### src/rtl/controle_engarrafamento.sv
// rtl/controle_engarrafamento.sv - bottling line sequencer: conveyor, filler, capper, dozen/batch control
//
// Runs one bottle at a time through ADVANCE -> FILL -> SEAL -> RELEASE -> COUNT -> CHECK.
// Counts bottles 0..11, pulses the external dozen counter once per dozen and halts the
// line when that counter reads DOZEN_LIMIT.
//
// Optional feature macro: FILL_TIMEOUT_EN
//   defined     : fill timer, FAULT state and ALARM are built
//   not defined : FILL waits for FULL indefinitely, ALARM tied to 0, FILL_TIMEOUT unused
//
// Parameters:
//   FILL_TIMEOUT  max cycles VALVE stays open before a fault (1..255)
//   SEAL_CYCLES   cycles SEAL is held per bottle (1..15)
//   DOZEN_LIMIT   dozen-counter value that ends a batch (1..10)
//
// Ports:
//   CLOCK        in   system clock, rising edge
//   RESET        in   synchronous, active-high reset
//   START        in   start / resume / acknowledge (level)
//   STOP         in   halt request (level)
//   SENSOR       in   bottle present under filler
//   FULL         in   bottle full
//   DOZEN_COUNT  in   current value of the external dozen counter
//   CONVEYOR     out  conveyor motor on
//   VALVE        out  fill valve open
//   SEAL         out  capper active
//   DOZEN_PULSE  out  one-cycle increment to the dozen counter
//   BOTTLES      out  bottles in the current dozen (0..11)
//   BATCH_DONE   out  batch complete, line halted
//   ALARM        out  fill timeout fault

module controle_engarrafamento #(
    parameter int FILL_TIMEOUT = 200,
    parameter int SEAL_CYCLES  = 4,
    parameter int DOZEN_LIMIT  = 10
) (
    input  logic       CLOCK,
    input  logic       RESET,
    input  logic       START,
    input  logic       STOP,
    input  logic       SENSOR,
    input  logic       FULL,
    input  logic [3:0] DOZEN_COUNT,
    output logic       CONVEYOR,
    output logic       VALVE,
    output logic       SEAL,
    output logic       DOZEN_PULSE,
    output logic [3:0] BOTTLES,
    output logic       BATCH_DONE,
    output logic       ALARM
);

    typedef enum logic [3:0] {
        S_IDLE,
        S_ADVANCE,
        S_FILL,
        S_SEAL,
        S_RELEASE,
        S_COUNT,
        S_CHECK,
        S_BATCH,
        S_CLEAR,
        S_CLEAR_WAIT
`ifdef FILL_TIMEOUT_EN
        , S_FAULT
`endif
    } state_t;

    localparam logic [3:0] SEAL_LAST = 4'(SEAL_CYCLES - 1);
    localparam logic [3:0] LIMIT     = 4'(DOZEN_LIMIT);

    state_t     state;
    state_t     next_state;
    logic [3:0] bottles;
    logic [3:0] seal_cnt;
    logic       stop_latch;

`ifdef FILL_TIMEOUT_EN
    localparam logic [7:0] FILL_LIMIT = 8'(FILL_TIMEOUT);
    logic [7:0] fill_cnt;
`endif

    always_comb begin
        next_state = state;
        case (state)
            S_IDLE:    if (START && !STOP) next_state = S_ADVANCE;
            S_ADVANCE: begin
                if (STOP)        next_state = S_IDLE;
                else if (SENSOR) next_state = S_FILL;
            end
            S_FILL: begin
                // FULL has priority over the timeout when both occur together
                if (FULL) next_state = S_SEAL;
`ifdef FILL_TIMEOUT_EN
                else if (fill_cnt == FILL_LIMIT) next_state = S_FAULT;
`endif
            end
            S_SEAL:    if (seal_cnt == SEAL_LAST) next_state = S_RELEASE;
            S_RELEASE: if (!SENSOR) next_state = S_COUNT;
            S_COUNT:   next_state = S_CHECK;
            S_CHECK: begin
                // DOZEN_COUNT already reflects the pulse issued in COUNT
                if (DOZEN_COUNT == LIMIT) next_state = S_BATCH;
                else if (stop_latch)      next_state = S_IDLE;
                else                      next_state = S_ADVANCE;
            end
            S_BATCH:   if (START) next_state = S_CLEAR;
            // A limit of 10 wraps with a single pulse; smaller limits keep
            // pulsing (with a settle cycle between pulses) until the counter reads 0.
            S_CLEAR:      next_state = (DOZEN_LIMIT == 10) ? S_ADVANCE : S_CLEAR_WAIT;
            S_CLEAR_WAIT: next_state = (DOZEN_COUNT == 4'd0) ? S_ADVANCE : S_CLEAR;
`ifdef FILL_TIMEOUT_EN
            S_FAULT:   if (START && !FULL) next_state = S_IDLE;
`endif
            default:   next_state = S_IDLE;
        endcase
    end

    always_ff @(posedge CLOCK) begin
        if (RESET) begin
            state      <= S_IDLE;
            bottles    <= 4'd0;
            seal_cnt   <= 4'd0;
            stop_latch <= 1'b0;
        end else begin
            state <= next_state;

            if (state == S_COUNT)
                bottles <= (bottles == 4'd11) ? 4'd0 : bottles + 4'd1;

            seal_cnt <= (state == S_SEAL && next_state == S_SEAL) ? seal_cnt + 4'd1 : 4'd0;

            // A stop during the bottle cycle lets the bottle finish and be counted
            if (next_state == S_IDLE)
                stop_latch <= 1'b0;
            else if (STOP && (state == S_FILL || state == S_SEAL || state == S_RELEASE))
                stop_latch <= 1'b1;
        end
    end

`ifdef FILL_TIMEOUT_EN
    always_ff @(posedge CLOCK) begin
        if (RESET)
            fill_cnt <= 8'd0;
        else
            fill_cnt <= (state == S_FILL && next_state == S_FILL) ? fill_cnt + 8'd1 : 8'd0;
    end

    assign ALARM = (state == S_FAULT);
`else
    assign ALARM = 1'b0;
`endif

    assign CONVEYOR    = (state == S_ADVANCE) || (state == S_RELEASE);
    assign VALVE       = (state == S_FILL);
    assign SEAL        = (state == S_SEAL);
    assign DOZEN_PULSE = ((state == S_COUNT) && (bottles == 4'd11)) || (state == S_CLEAR);
    assign BOTTLES     = bottles;
    assign BATCH_DONE  = (state == S_BATCH);

endmodule

### config.mk
export PLATFORM = sky130hd
export DESIGN_NAME = controle_engarrafamento
export DESIGN_NICKNAME = d
export VERILOG_FILES = /design/src/rtl/controle_engarrafamento.sv
export SDC_FILE = /design/constraint.sdc
export NUM_CORES = 1
export LEC_CHECK = 0
export ABC_AREA = 1
export CAP_MARGIN = 20
export CORE_MARGIN = 2
export CORE_UTILIZATION = 50
export DETAILED_ROUTE_END_ITERATION = 12
export PLACE_DENSITY = 0.81
export SLEW_MARGIN = 30
export SYNTH_ARGS = -nofsm -noshare
export SYNTH_HDL_FRONTEND = slang
export SYNTH_SLANG_ARGS = --single-unit
### constraint.sdc
create_clock -name CLOCK -period 3.15 [get_ports CLOCK]
set_clock_uncertainty 0.15 [all_clocks]
set_input_delay 0.63 -clock CLOCK [delete_from_list [all_inputs] [get_ports CLOCK]]
set_output_delay 0.63 -clock CLOCK [all_outputs]
set_load 0.02 [all_outputs]
; ---- Word-level counts from Yosys, hierarchy flattened
; Index checks and enable logic that the tools add are counted.
[classes]
add_sub_neg = 2
eq_ne = 13
mux = 12
bitwise = 1
reduce_logical = 14
[ops]
columns = operator, n
row1 = case mux 4 bit (10 select lines), 1
row2 = two-way mux 4 bit, 9
row3 = "== test 4 x 2 -> 1 bit, second input constant", 4
row4 = "== test 4 x 3 -> 1 bit, second input constant", 4
row5 = "== test 4 bit, second input constant", 4
row6 = zero test 4 bit, 3
row7 = "adder 4 x 1 -> 4 bit, second input constant", 2
row8 = "== test 4 x 1 -> 1 bit, second input constant", 1
row9 = logical AND 1 bit, 4
row10 = logical OR 1 bit, 4
row11 = OR reduction 2 bit, 2
row12 = two-way mux 3 bit, 1
row13 = zero test 1 bit, 1
row14 = two-way mux 1 bit, 1
row15 = inverter 1 bit, 1
[totals]
reg_bits = 13
inputBits = 10
wordCells = 46

; ---- Depth between registers and ports, before layout
[logic_depth]
depth_word = 8
mapped_depth = 10
mapped_depth_nobuf = 10

; ---- Worst setup path before layout
; OpenSTA, ideal clock, no wires.
[synth_timing]
path_type = register -> output
from = register bottles[0] (netlist: BOTTLES[0])
to = output port DOZEN_PULSE
arrival_ps = 1069
t_required_ps = 2370
slack_ps = 1301
stages_incl_launch_ff = 6
path_buffers = 0
path_cell_list = dfxtp_1 > ha_1 > inv_1 > nor2_1 > nand3_1 > nand2_1
[synth_between]
elab_chain_len = 3
[synth_lines]
columns = item, line_no
row1 = from (decl), 74  ; logic [3:0] bottles;
row2 = from (signal assigned), 129  ; bottles <= (bottles == 4'd11) ? 4'd0 : bottles + 4'd1;
row3 = == test 4 bit, 157  ; assign DOZEN_PULSE = ((state == S_COUNT) && (bottles == 4'd11)) || (state == S_CLEAR);
row4 = logical AND 1 bit, 157
row5 = logical OR 1 bit, 157
row6 = to (decl), 47  ; output logic DOZEN_PULSE,
; No other way between the ends.

; ---- Worst setup path in the final report
[layout_timing]
from = register state[2]
to = output port DOZEN_PULSE
[layout_between]
elab_chain_len = 3
[layout_lines]
columns = item, line_no
row1 = from (decl), 72  ; state_t state;
row2 = from (signal assigned), 126  ; state <= next_state;
row3 = == test 4 x 3 -> 1 bit, 157
row4 = logical AND 1 bit, 157
row5 = logical OR 1 bit (*), 157
; Mark *: on every way between the ends. The rest lies on a longest branch, timed or not.

==> impl_metrics.sql <==
INSERT INTO impl_metrics (metric_group, metric, value, unit) VALUES
('yosys', 'synth_top_cells_by_area', 'sky130_fd_sc_hd__dfxtp_1 31%, sky130_fd_sc_hd__nand2_1 15%, sky130_fd_sc_hd__nor2_1 11%', ''),
('global_route', 'grt_util_met1', '0.311', ''),
('run', 'drv_cap', '0', ''),
('die', 'fp.dieH', '44.9', 'microns'),
('yosys', 'synth_fp_nets', '144', ''),
('detailed_routing', 'drt_pre_antenna_iters', '4', ''),
('detailed_routing', 'drc', '0', ''),
('clock_tree', 'post-cts-setup-buffers', '0', ''),
('clock_tree', 'postCtsResizedCells', '0', ''),
('timing', 'grt_setup_unrepaired', 'no', ''),
('detailed_routing', 'totalWireLength', '1930', 'microns'),
('global_route', 'use_met3', '0.0600', ''),
('critical_path', 'endpoint_kind', 'primary output', ''),
('pwr', 'sequentialPowerShare', '0.541', ''),
('clock_tree', 'cts_tree', 'done', ''),
('yosys', 'synth.yosys.seq_area_share', '0.310', ''),
('cells_and_area', 'areaGrowthSynthToFinish', '26.3', '%'),
('pwr', 'total_leakage_power', '0.468', 'nW'),
('die', 'die_w', '44.9', 'microns'),
('cells_and_area', 'filler_cells', '148', ''),
('critical_path', 'crit_type', 'flop to primary output', ''),
('global_route', 'groute.usage.overall', '0.225', ''),
('timing', 'finalHoldViolCount', '0', ''),
('die', 'rows', '14', ''),
('pwr', 'power.ir.vdd_worst', '0.290', 'mV'),
('clock_tree', 'clock_slew_seen_by_the_registers_of_the_worst_setup_and_hold_paths', '0.08', 'ns'),
('detailed_routing', 'dr.first_iter.drc_count', '26', ''),
('clock_tree', 'cts_buffer_depth', '2', ''),
('yosys', 'synth_cell_types', '23', ''),
('timing', 'setup-violations-final', '0', ''),
('critical_path', 'worstSetupStartpointType', 'flop', ''),
('cells_and_area', 'area.sequential', '260', 'sq um'),
('timing', 'f_max', '368', 'MHz'),
('yosys', 'syn_area', '838', 'sq um'),
('global_route', 'top_usage_layer', 'met2', ''),
('clock_tree', 'clkLatencyLatePin', '0.28', 'ns'),
('timing', 'fin_crit', '2.72', 'ns'),
('detailed_routing', 'routed_via_density', '5.01', ''),
('place', 'gp_congestion', '0.914', ''),
('clock_tree', 'cts_htree_levels', '1', ''),
('global_route', 'globalRouteOverflowTotal', '0', ''),
('cells_and_area', 'area_of_the_multi_input_gates', '507', 'sq um'),
('timing', 'final_min_period_over_clock_period', '0.863', ''),
('timing', 'final_worst_slack', '0.433', 'ns'),
('yosys', 'ys_async_sr_fraction', '0', ''),
('critical_path', 'largest_fanout_on_the_critical_path', '6', ''),
('critical_path', 'critical_path_startpoint', 'state[2]', ''),
('yosys', 'post-synth-top-count-cell', 'sky130_fd_sc_hd__nand2_1', ''),
('pwr', 'p_int', '0.231', 'mW'),
('place', 'hpwlAfterDp', '1580', 'microns'),
('outcome', 'run_status', 'finished clean', ''),
('clock_tree', 'postCtsHoldBufs', '0', ''),
('global_route', 'maximum_number_of_pins_on_one_net_before_global_route_repair', '9', ''),
('critical_path', 'timing.rr.start', 'state[1]', ''),
('global_route', 'grt_first_pass_wirelength', '3330', 'microns'),
('pwr', 'report.power.total', '0.309', 'mW'),
('yosys', 'postSynthRegisterBits', '13', ''),
('pwr', 'p_per_area', '292', 'nW/um^2'),
('critical_path', 'worst_ep_required_time', '2.37', 'ns'),
('yosys', 'average_instance_area_after_synthesis', '6.35', 'sq um'),
('die', 'die_area', '2020', 'sq um'),
('cells_and_area', 'nNetsFinal', '166', ''),
('critical_path', 'timing.critical_path.arrival', '1.94', 'ns'),
('timing', 'timing.final.max_slew_violations', '0', ''),
('clock_tree', 'clock_sink_count', '13', ''),
('timing', 'timing.hold.ws', '0.307', 'ns'),
('hold_path', 'hold_class', 'flop to flop', ''),
('yosys', 'synthesis.instances', '132', ''),
('clock_tree', 'cts_inserted_buffers', '3', ''),
('yosys', 'synth.largest_area_cell', 'sky130_fd_sc_hd__dfxtp_1', ''),
('yosys', 'synth-edff-count', '0', '');
## registers in the layout, indices dropped and copies added, names as in the netlist
name,count
state,4
seal_cnt,4
stop_latch,1
BOTTLES,4
## per-layer routing
layer | share of wire | up-vias | wire length [microns]
met5 | 0 | - | 0
met4 | 0 | 0 | 0
met3 | 0.054 | 0 | 104
met2 | 0.46 | 18 | 889
met1 | 0.48 | 381 | 935
li1 | - | 447 | -
## worst max-delay path, stage by stage (launching register included)
cell	delay, ns
sky130_fd_sc_hd__dfxtp_1	0.43
sky130_fd_sc_hd__inv_2	0.11
sky130_fd_sc_hd__nor2_4	0.14
sky130_fd_sc_hd__nand2_2	0.12
sky130_fd_sc_hd__inv_2	0.10
sky130_fd_sc_hd__nand3_1	0.09
sky130_fd_sc_hd__nand2_1	0.07
sky130_fd_sc_hd__clkdlybuf4s50_1	0.59
## worst paths after layout
kind,end,slack [ns],cells after the start
worst max-delay path,DOZEN_PULSE,0.43,7
worst max register to register,stop_latch,1.59,9
worst min register to register,seal_cnt[0],0.31,1
worst min-delay path,seal_cnt[0],0.31,1
## kinds of logic after synthesis
logic type / Yosys count / synth area share
flops: 13 / 0.310
buf+inv: 18 / 0.0851
xor+xnor: 2 / 0.0209
simple gates: 85 / 0.481
compound gates: 11 / 0.0687
fa+ha+maj: 2 / 0.0298
other cells: 1 / 0.00447
## stage by stage
| step | cell area [sq um] | utilization | instances |
|---|---|---|---|
| floorplan | 838 | - | 132 |
| global route | 1060 | 0.687 | 169 |
| CTS | 1060 | 0.687 | 169 |
| detailed placement | 1030 | 0.669 | 165 |
| finish | 1060 | 0.687 | 169 |
| global placement | 1030 | 0.669 | 165 |
## power by group through the flow
stage	registers, mW	clock network (mW)	logic (mW)
6_report	0.168	0.105	0.0371
3_5_place_dp	0.171	0	0.0366
3_3_place_gp	0.171	0	0.0358
4_1_cts	0.167	0.108	0.0368
2_1_floorplan	0.171	0	0.0182
5_1_grt	0.168	0.118	0.0409
## placed cells by master (no fill, tap or decap)
| master | n |
|---|---|
| sky130_fd_sc_hd__a21oi_1 | 5 |
| sky130_fd_sc_hd__clkdlybuf4s50_1 | 18 |
| sky130_fd_sc_hd__nor3_1 | 2 |
| sky130_fd_sc_hd__inv_2 | 5 |
| sky130_fd_sc_hd__dfxtp_1 | 13 |
| sky130_fd_sc_hd__nor2_1 | 25 |
| sky130_fd_sc_hd__nand3_1 | 8 |
| sky130_fd_sc_hd__nor2_4 | 3 |
| sky130_fd_sc_hd__inv_1 | 12 |
| sky130_fd_sc_hd__conb_1 | 1 |
| sky130_fd_sc_hd__ha_1 | 2 |
| sky130_fd_sc_hd__or2_2 | 1 |
| sky130_fd_sc_hd__nor2b_1 | 1 |
| sky130_fd_sc_hd__nand2_1 | 33 |
| sky130_fd_sc_hd__clkbuf_4 | 3 |
| sky130_fd_sc_hd__nand2_4 | 2 |
| sky130_fd_sc_hd__and3_1 | 1 |
| sky130_fd_sc_hd__xor2_1 | 2 |
| sky130_fd_sc_hd__nand3_2 | 1 |
| sky130_fd_sc_hd__o21ai_0 | 5 |
| sky130_fd_sc_hd__clkinv_2 | 1 |
| sky130_fd_sc_hd__a21boi_0 | 1 |
| sky130_fd_sc_hd__nand4_1 | 1 |
| sky130_fd_sc_hd__nor2_2 | 4 |
| sky130_fd_sc_hd__nand2_2 | 3 |
## area by class of cell
| cell class | instances | share of cell area |
|---|---|---|
| clock buffers | 3 | 0.0213 |
| clock inverters | 1 | 0.00473 |
| inverters | 17 | 0.0603 |
| multi-input cells | 101 | 0.479 |
| flip-flops and latches | 13 | 0.246 |
| well taps | 16 | 0.0189 |
| repair buffers | 18 | 0.170 |
(Power assumes the default switching activity.)
==> RTL edit: new RTL, config.mk and constraints unchanged <==
Build with the macro `FILL_TIMEOUT_EN` defined.
--- a/src/rtl/controle_engarrafamento.sv
+++ b/src/rtl/controle_engarrafamento.sv
@@ -30,2 +30,4 @@
 //   ALARM        out  fill timeout fault
+
+`define FILL_TIMEOUT_EN
 
Formal check against the unedited RTL: no difference found for any inputs over 10 cycles, from zero or initial values and one cycle with RESET high; that may be too few to reach the edited logic, so the function may still have changed.
==> RTL edit against the unedited design <==
- cell area grew 43%
- non-clock buffer count grew 1
- sequential cell count grew 8
- area after synthesis grew 50%
- routed wire length grew 30%
- total power grew 41%
- register-to-register slack lost 0.04 ns
- clock power grew 21%
- die area grew 45%
- sequential power grew 60%
- setup slack lost 0.059 ns
- critical path type unchanged
- critical endpoint unchanged
- highest routed layer is now met4
==> RTL edit: results (changes against the unedited design) <==
| Metric | Value |
|---|---|
| Clk root buf | clkbuf_4 |
| Depth of the worst register-to-register path | 9 (unchanged) |
| Iter 0 DRT Violations | 21 (-19%) |
| Synth async-reset ratio | 0 (unchanged) |
| Largest net degree at the start of global routing | 13 (+4) |
| Max reg flops | 8 |
| Clock transition at path regs | 0.11 ns (+0.03 ns) |
| Share of cells above drive strength 1 | 0.191 (+0.0408) |
| Yosys top cell by area | dfxtp_1 |
| Hold Path Class | reg2reg |
| P_leak | 0.653 nW (+40%) |
| Critical path arrival | 2.00 ns (+0.06 ns) |
| H-tree depth | 1 (unchanged) |
| WL/cell | 10.7 µm (-5.9%) |
| EDFF count, synth | 0 (unchanged) |
| Syn Nets | 195 (+35%) |
| Drt first pass iters | 4 (unchanged) |
| Run status | finished clean |
| Layout net count | 219 (+32%) |
| Area share of fa/ha/maj cells after synthesis | 0.0398 (+0.00991) |
| Compound-cell area share of the yosys netlist | 0.0398 (-0.0289) |
| Post-cts sizing count | 0 (unchanged) |
| Flop-to-flop setup slack | 1.55 ns (-0.04 ns) |
| Routed vias | 1150 (+36%) |
| Maximum VDD drop | 318 µV (+9.7%) |
| Max-Cap Viols | 0 (unchanged) |
| Total GRT Usage | 0.196 (-0.0287) |
| R2r endpoint | fill_cnt[4] |
| Final HPWL DP | 2120 µm (+34%) |
| Max_slew headroom | 0.820 |
| Cell variety after synth | 25 (+8.7%) |
| Synth Area in XOR/XNOR | 0.0557 (+0.0348) |
| Final estimated routing congestion in global placement | 0.820 (-10%) |
| Vias in the first global route | 1068 (+38%) |
| First-pass GRT wire length | 4170 µm (+25%) |
| Max FO, Critical Path | 6 (unchanged) |
| Multiplexer share of the synthesized area | 0 (unchanged) |
| IO Port Bufs | 19 (+1) |
| CTS Buf Count | 3 (unchanged) |
| Synth top cells by count | 32 x nand2_1, 28 x nor2_1, 22 x inv_1 |
| Bufs on Longest Clock Path | 2 (unchanged) |
| Synth top area cells | dfxtp_1 33%, nand2_1 9.5%, nor2_2 8.4%, nor2_1 8.3%, inv_1 6.6% |
| YS warnings | 0 (unchanged) |
| Most flops, register | fill_cnt |
| End of the critical path | DOZEN_PULSE |
| Crit path from | state[0] |
| Reg2Reg Launch Point | state[1] |
| Initial antenna violation count | 0 (unchanged) |
| Postcts setup bufs | 0 (unchanged) |
| N_diodes | 0 (unchanged) |
| Sequential fraction of the synthesis area | 0.334 (+0.0235) |
| Insertion delay to the later sink of the worst-skew pair | 0.30 ns (+0.02 ns) |
[RTL edit: cell type report]
class                           count  area [µm²]
Sequential cell                    21         420
Clock inverter                      1        5.00
Multi-Input combinational cell    134         738
Timing Repair Buffer               19         190
Fill cell                         241         918
Inverter                           26         100
Clock buffer                        3        22.5
Tap cell                           30        37.5
[RTL edit: layer usage]
| metal | vias to the layer above | wire, µm | global-route usage |
|---|---|---|---|
| li1 | 613 | - | - |
| met1 | 515 | 1160 | 0.228 |
| met2 | 18 | 1240 | 0.345 |
| met3 | 4 | 78 | 0.0361 |
| met4 | 0 | 39 | 0.0875 |
| met5 | - | 0 | 0 |
[RTL edit: kinds of logic after synthesis]
group | after synthesis
AND/OR/NAND/NOR | 112
buffers and inverters | 26
flip-flops | 21
AO/OA/AOI/OAI | 10
XOR/XNOR | 8
adder cells (fa/ha/maj) | 4
[RTL edit: worst max-delay path, cell delays in order (launching register included)]
cell and delay [ns]:
dfxtp_1 0.41, inv_1 0.09, nor2_2 0.23, nand2_4 0.11, inv_4 0.09, nand4_1 0.10, nand2_1 0.07, clkdlybuf4s50_1 0.60
[RTL edit: metrics by stage]
stage	util	instance area, µm²	power, W	instances	setup WS (ns)
detailed placement	0.611	1490	0.000315	230	0.715
global placement	0.611	1490	0.000314	230	0.767
floorplan	-	1260	0.000294	181	1.20
global route	0.622	1510	0.000457	234	0.255
CTS	0.622	1510	0.000443	234	0.362
finish	0.622	1510	0.000436	234	0.374
[RTL edit: worst min-delay path by stage]
| stage | from | endpoint | slack, ns | cells after the start |
|---|---|---|---|---|
| after detailed placement | seal_cnt[0] | seal_cnt[0] | 0.29 | 1 |
| after CTS | seal_cnt[0] | seal_cnt[0] | 0.31 | 1 |
| final | seal_cnt[0] | seal_cnt[0] | 0.31 | 1 |
| after floorplan | seal_cnt[0] | seal_cnt[0] | 0.27 | 1 |
| after global routing | seal_cnt[0] | seal_cnt[0] | 0.33 | 1 |
| after global placement | seal_cnt[0] | seal_cnt[0] | 0.28 | 1 |
[RTL edit: power breakdown]
group | internal, W | total, W | switching [W]
Clock | 0.0000474 | 0.000127 | 0.0000797
Sequential | 0.000267 | 0.000269 | 0.00000181
Combinational | 0.0000186 | 0.0000402 | 0.0000215
Total | 0.000333 | 0.000436 | 0.000103
